File: src/rtl/keypad_pkg.sv
// Shared types and constants for the keypad scanner and the opcode decoder that
// consumes its keycodes.
package keypad_pkg;

    typedef enum logic [1:0] {
        SCAN       = 2'b00,
        DEBOUNCE   = 2'b01,
        PRESSED    = 2'b10,
        RELEASE_DB = 2'b11
    } state_t;

    localparam logic [3:0] OP_ADD   = 4'b1010;
    localparam logic [3:0] OP_SUB   = 4'b1011;
    localparam logic [3:0] OP_ENTER = 4'b1100;

    // Indexed as KEYMAP[row][col].
    localparam logic [3:0] KEYMAP [4][4] = '{
        '{4'h1, 4'h2, 4'h3, OP_ADD  },
        '{4'h4, 4'h5, 4'h6, OP_SUB  },
        '{4'h7, 4'h8, 4'h9, OP_ENTER},
        '{4'hD, 4'h0, 4'hE, 4'hF    }
    };

    function automatic logic [1:0] lowest_col(input logic [3:0] c);
        logic [1:0] idx;
        idx = 2'd0;
        if (c[0])      idx = 2'd0;
        else if (c[1]) idx = 2'd1;
        else if (c[2]) idx = 2'd2;
        else if (c[3]) idx = 2'd3;
        return idx;
    endfunction

    function automatic logic [3:0] row_onehot(input logic [1:0] idx);
        return 4'b0001 << idx;
    endfunction

endpackage

File: src/rtl/synchronizer.sv
// Two-flop synchronizer for asynchronous level inputs, reset to zero.
module synchronizer #(
    parameter int WIDTH = 1
) (
    input  logic             clk,
    input  logic             nrst,
    input  logic [WIDTH-1:0] d,
    output logic [WIDTH-1:0] q
);
    logic [WIDTH-1:0] meta;

    // NOTE: sequential state always uses non-blocking assignment so both flops
    // update from the values present before the edge.
    always_ff @(posedge clk or negedge nrst) begin
        if (!nrst) begin
            meta <= '0;
            q    <= '0;
        end else begin
            meta <= d;
            q    <= meta;
        end
    end

endmodule

File: src/rtl/keypad_scanner.sv
// Keypad scanner: walks a one-hot row drive over a 4x4 matrix, debounces press and
// release of a single key and reports it as a 4-bit code with a one-cycle strobe.
module keypad_scanner
    import keypad_pkg::*;
#(
    parameter int SETTLE_CYCLES   = 4,
    parameter int DEBOUNCE_CYCLES = 8
) (
    input  logic       clk,
    input  logic       nrst,
    input  logic [3:0] cols,
    output logic [3:0] rows,
    output logic       key_strobe,
    output logic [3:0] keycode,
    output logic       key_held
);
    localparam int SW = $clog2(SETTLE_CYCLES);
    localparam int DW = $clog2(DEBOUNCE_CYCLES);
    localparam logic [SW-1:0] SETTLE_LAST = SW'(SETTLE_CYCLES - 1);
    localparam logic [DW-1:0] DB_LAST     = DW'(DEBOUNCE_CYCLES - 1);

    logic [3:0]    cols_sync;
    state_t        state, state_n;
    logic [1:0]    row_idx, row_n;
    logic [1:0]    cand_col, cand_n;
    logic [SW-1:0] settle_cnt, settle_n;
    logic [DW-1:0] db_cnt, db_n;
    logic [3:0]    keycode_n;
    logic          strobe_n;
    logic          cand_high;

    synchronizer #(.WIDTH(4)) u_cols_sync (
        .clk  (clk),
        .nrst (nrst),
        .d    (cols),
        .q    (cols_sync)
    );

    assign rows      = row_onehot(row_idx);
    assign key_held  = (state == PRESSED) || (state == RELEASE_DB);
    assign cand_high = cols_sync[cand_col];

    always_ff @(posedge clk or negedge nrst) begin
        if (!nrst) begin
            state      <= SCAN;
            row_idx    <= 2'd0;
            cand_col   <= 2'd0;
            settle_cnt <= '0;
            db_cnt     <= '0;
            keycode    <= 4'd0;
            key_strobe <= 1'b0;
        end else begin
            state      <= state_n;
            row_idx    <= row_n;
            cand_col   <= cand_n;
            settle_cnt <= settle_n;
            db_cnt     <= db_n;
            keycode    <= keycode_n;
            key_strobe <= strobe_n;
        end
    end

    // NOTE: every output of this block gets a default before the case so no
    // path leaves a variable unassigned, which would infer a latch.
    always_comb begin
        state_n   = state;
        row_n     = row_idx;
        cand_n    = cand_col;
        settle_n  = settle_cnt;
        db_n      = db_cnt;
        keycode_n = keycode;
        strobe_n  = 1'b0;

        // Counters only advance while below their terminal value, so they
        // saturate there instead of wrapping.
        case (state)
            SCAN: begin
                if (settle_cnt == SETTLE_LAST) begin
                    if (|cols_sync) begin
                        cand_n  = lowest_col(cols_sync);
                        db_n    = '0;
                        state_n = DEBOUNCE;
                    end else begin
                        row_n    = row_idx + 2'd1;
                        settle_n = '0;
                    end
                end else begin
                    settle_n = settle_cnt + 1'b1;
                end
            end

            DEBOUNCE: begin
                if (cand_high) begin
                    if (db_cnt == DB_LAST) begin
                        state_n   = PRESSED;
                        keycode_n = KEYMAP[row_idx][cand_col];
                        strobe_n  = 1'b1;
                    end else begin
                        db_n = db_cnt + 1'b1;
                    end
                end else begin
                    state_n  = SCAN;
                    row_n    = row_idx + 2'd1;
                    settle_n = '0;
                end
            end

            PRESSED: begin
                if (!cand_high) begin
                    state_n = RELEASE_DB;
                    db_n    = '0;
                end
            end

            RELEASE_DB: begin
                if (cand_high) begin
                    state_n = PRESSED;
                end else if (db_cnt == DB_LAST) begin
                    state_n  = SCAN;
                    row_n    = row_idx + 2'd1;
                    settle_n = '0;
                end else begin
                    db_n = db_cnt + 1'b1;
                end
            end

            default: begin
                state_n  = SCAN;
                settle_n = '0;
            end
        endcase
    end

endmodule

File: config.mk
export PLATFORM = sky130hd
export DESIGN_NAME = keypad_scanner
export DESIGN_NICKNAME = d
export VERILOG_FILES = /design/src/rtl/keypad_pkg.sv /design/src/rtl/synchronizer.sv /design/src/rtl/keypad_scanner.sv
export SDC_FILE = /design/constraint.sdc
export NUM_CORES = 1
export LEC_CHECK = 0
export BUFFER_PORTS_ARGS = -buffer_cell sky130_fd_sc_hd__buf_2
export CAP_MARGIN = 10
export CORE_AREA = 10 10 60 62
export CTS_CLUSTER_SIZE = 20
export DETAILED_ROUTE_END_ITERATION = 10
export DIE_AREA = 0 0 70 72
export PLACE_DENSITY = 0.8
export SLEW_MARGIN = 20
export SYNTH_ARGS = -nofsm -noshare
export SYNTH_HDL_FRONTEND = slang
export SYNTH_HIERARCHICAL = 1
export SYNTH_SLANG_ARGS = --single-unit
export TNS_END_PERCENT = 1
File: constraint.sdc
create_clock -name clk -period 2.5 [get_ports clk]
set_clock_uncertainty 0.1 [all_clocks]
set_input_delay 0.25 -clock clk [delete_from_list [all_inputs] [get_ports clk]]
set_output_delay 0.25 -clock clk [all_outputs]
set_load 0.005 [all_outputs]
# Yosys cells after proc, flatten, opt, wreduce, memory -nomap -nowiden
# Index checks and enable logic that the tools add are counted.
# totals
reg_bits,24
in_bits,6
out_inout_bits,10
wordCells,85
# classes
n_addsub,3
magnitude_cmp,3
n_eq_ne,16
n_shift,1
muxes,41
n_bitwise,2
reduce_logical,10
# op_table
cell,count
$mux W2,20
$bmux W16 S2,1
$mux W16,2
$mux W3,6
$reduce_and A5 Y1,3
$ne A2 B2 Y1 const B,7
$pmux W2 S3,2
$pmux W3 S4,1
$bmux W4 S2,1
$mux W4,2
$pmux W2 S4,1
$eq A2 B2 Y1 const B,3
$ge A3 B3 Y1 const B,2
$ne A3 B3 Y1 const B,2
$not A2 Y3,2
$reduce_and A3 Y1,2
$reduce_and A6 Y1,1
$add A2 B1 Y2 const B,2
$mux W1,4
$reduce_or A4 Y1,1
$shl A1 B2 Y4 const A,1
$add A3 B1 Y3 const B,1
$eq A3 B3 Y1 const B,1
$lt A2 B3 Y1 const B,1
other kinds (7),7

# Depth between registers and ports, before layout
# logic_depth
ltp_word,7
depth_mapped,6
mapped_depth_nobuf,6

# By module
# Netlist, hierarchy kept.
# by_module_without_submodules
mod,instances,cells_each,area_per_inst_um2
keypad_scanner,1,106,1099.8
synchronizer,1,8,200.2

# Worst setup path before layout
# Ideal clock, no wire load.
# synth_timing
path_kind,flip-flop to flip-flop
start,register cand_col[1]
end,register row_idx[1]
setup_time_ps,125
arrival_time_ps,1956
required_ps,2275
slack_ps,319
stages_incl_launch_ff,6
path_buffers,1
path_cell_list,dfrtp_1 > buf_6 > mux4_2 > and2_4 > or4_4 > mux2_4
# synth_between
elab_chain_cells,4
# synth_rtl
element,line,source
start: declaration,keypad_scanner.sv:25,"logic [1:0] cand_col, cand_n;"
start signal: assignment,keypad_scanner.sv:55,cand_col <= cand_n;
$bmux W1 S2 (*),keypad_scanner.sv:41,assign cand_high = cols_sync[cand_col];
$mux W1 (implied by the code) (*),keypad_scanner.sv:41,
$ne A2 B2 Y1 (no line),--,
$reduce_and A6 Y1 (no line) (*),--,
end signal: assignment,keypad_scanner.sv:54,row_idx <= row_n;
end: declaration,keypad_scanner.sv:24,"logic [1:0] row_idx, row_n;"
# Every way passes the cells marked *; elsewhere a longest branch is shown, timed or not. The select of a mux whose other input is x is not followed.
# A chain may end at the register's enable or synchronous reset.

# Final worst setup path
# layout_timing
start,register state[0]
end,register row_idx[1]
# layout_between
elab_chain_cells,3
# layout_rtl
element,line,source
start: declaration,keypad_scanner.sv:23,"state_t state, state_n;"
start signal: assignment,keypad_scanner.sv:53,state <= state_n;
$eq A2 B2 Y1 (tied with other cells),keypad_scanner.sv:76,case (state)
$ne A2 B1 Y1 (no line) (tied with other cells),--,
$reduce_and A6 Y1 (no line),--,
# Several ways; a longest one is shown, not always the timed one.

==> flow_summary.toml <==
[cts]
cts_buffer_depth = 2
clkSinkCount = 24
cts_inserted_buffers = 3
path_clk_slew_ns = 0.13
clock_latency_ns = 0.31
htree_levels = 1
ctsResizeCount = 0
clockRootBuffer = "clkbuf_4"
cts_tree = "yes"

[global_routing]
antenna_found_initial = 0
grt.overflow.total = 0
grt_max_degree = 25
first_global_vias = 996
grt_first_pass_wirelength_mm = 4.28
grt_usage_pct = 9.88

[place]
io_buffer_count = 15
place_area_um2 = 1410
dp_slack_ns = 0.246
globalplace.congestion = 0.789
dp_hpwl_mm = 1.90

[timing]
tightest_slew_ns = 0.502
slew_violations = 0
max_freq_ghz = 0.440
fin_crit_ns = 2.27
fin_tns_setup_ns = 0
slew_headroom_pct = 66.5
layout_setup_ws_ns = 0.228
final_hold_viol_count = 0
setup_viol = 0
grt_setup_unrepaired = "no"
period_share_pct = 90.9

[die]
die_h_um = 72
start_util_pct = 53.4
io_pins = 16
core_region_area_um2 = 2430
die-area_um2 = 5040
num_rows = 18
die_x_um = 70

[power]
power_mw = 1.79
peakVddDrop_v = 0.000695
power.density_nw_per_um2 = 1180
p_leak_nw = 0.781

[route]
dr.pass1.iters = 3
wl_mm = 2.40
drt_iter0_markers = 26
ant_nets = 0
drc = 0
via_count = 893
wl_per_cell_um = 14.3
vias_per_cell = 5.32

[yosys]
syn_nets = 134
synth_cells = 114
yosys_warnings = 6
avgSynthCellArea_um2 = 11.4
netlist_area_um2 = 1300
ys_seq_area_share_pct = 46.2
yosysUniqueCellTypes = 36
synth.ff_latch_count = 24

[final_layout]
final_common_cell = "dfrtp_1"
final_cell_mix = "dfrtp_1, buf_2, ha_1"
final_util_pct = 62.3
diodes = 0
final_area_um2 = 1520
nets = 159
area_growth_pct = 16.6
layout-drive-gt1-share_pct = 26.1

[status]
status = "finished clean"

[worst_setup_path]
startpoint_type = "register"
cp_max_fo = 7
cp_data_required_time_ns = 2.61
worstPathArrival_ns = 2.38
end_kind = "register"
worstSetupPathType = "reg2reg"

[hold_path]
hp-class = "reg2reg"

[run]
cap_violations = 0
path summary, 6_finish.rpt:
check | from | end | slack [ns] | cells past startpoint
worst min register to register | u_cols_sync/meta[3] | u_cols_sync/q[3] | 0.26 | 0
worst max-delay path | state[0] | row_idx[1] | 0.23 | 5
min in group asynchronous | nrst | keycode[0] | 0.32 | 2
worst min-delay path | u_cols_sync/meta[3] | u_cols_sync/q[3] | 0.26 | 0
max in group asynchronous | nrst | u_cols_sync/meta[1] | 1.63 | 2
worst max register to register | state[0] | row_idx[1] | 0.23 | 5
metal layers:
layer	share of wire, %	routed length, um	vias to the layer above	track usage, %
met5	0	0	-	0
met4	0.79	19	0	2.63
met3	5.6	133	2	3.40
met2	54	1290	15	18.9
met1	40	951	435	9.91
li1	-	-	441	-
state kept, by name, indices dropped and copies added (netlist names), named ones only:
signal	count
key_strobe	1
settle_cnt	2
keycode	4
db_cnt	3
row_idx	2
state	1
cand_col	2
u_cols_sync/meta	4
u_cols_sync/q	4
worst max-delay path, cell delays in order (launching register included):
cell	delay (ns)
dfrtp_1	0.46
ha_1	0.30
or2_2	0.34
and2_4	0.17
or4_4	0.49
mux2_4	0.31
metrics by stage:
step	cells	hold slack, ns
finish	168	0.262
global route	168	0.277
CTS	168	0.267
detailed placement	159	0.158
global placement	159	0.160
floorplan	114	-0.146
repair_timing:
action,4_1_cts,5_1_grt
endpoints found under the hold margin,28,0
hold buffers,5,0
buffers inserted,0,0
synthesized netlist by cell type:
cell       count  share of area (%)
o2111ai_1      1               0.67
o21ai_0        8                3.1
a21oi_1        1               0.38
a21bo_2        1               0.77
nand3_1        1               0.38
ha_1          14                 13
o32a_1         1               0.77
mux4_2         2                3.5
a31oi_1        1               0.48
nand2b_1       1               0.48
inv_1         11                3.2
nor2b_1        2               0.96
xnor2_1        1               0.67
o211a_1        1               0.77
clkbuf_1       1               0.29
dfrtp_1       24                 46
xor2_1         1               0.67
mux2i_1        3                2.3
nor3_1         1               0.38
or2_2          2               0.96
nand2_1        6                1.7
and2_1         2               0.96
mux2_4         1                1.2
a221oi_1       1               0.67
buf_6          1               0.87
nand4_1        1               0.48
or4_4          2                1.7
mux2_2         6                5.2
a2bb2oi_1      1               0.67
and2_4         1               0.67
o22a_1         1               0.67
a21boi_0       1               0.58
nor4_1         1               0.48
o31ai_1        1               0.58
nor2_1         9                2.6
a21o_1         1               0.58
power by group:
| group | leakage [nW] | switching (mW) | internal (mW) |
|---|---|---|---|
| registers | 0.300 | 0.0930 | 0.489 |
| clock network | 0.0279 | 0.112 | 0.162 |
| logic | 0.454 | 0.436 | 0.494 |
cell families after synthesis:
group	after synthesis	share of synthesized area [%]
and+or+nand+nor	29	11.8
DFF	24	46.2
AOI/OAI and AO/OA	20	10.7
adders and majority gates	14	13.5
buffers and inverters	13	4.33
muxes	12	12.1
xor gates and xnor gates	2	1.35
layout make-up:
| cell class | instances | area, um^2 |
|---|---|---|
| Inverter | 11 | 41.3 |
| Fill cell | 199 | 917 |
| Timing Repair Buffer | 22 | 140 |
| Multi-Input combinational cell | 77 | 643 |
| Clock inverter | 1 | 30.0 |
| Clock buffer | 3 | 22.5 |
| Sequential cell | 24 | 601 |
| Tap cell | 30 | 37.5 |
(Power assumes the default switching activity.)
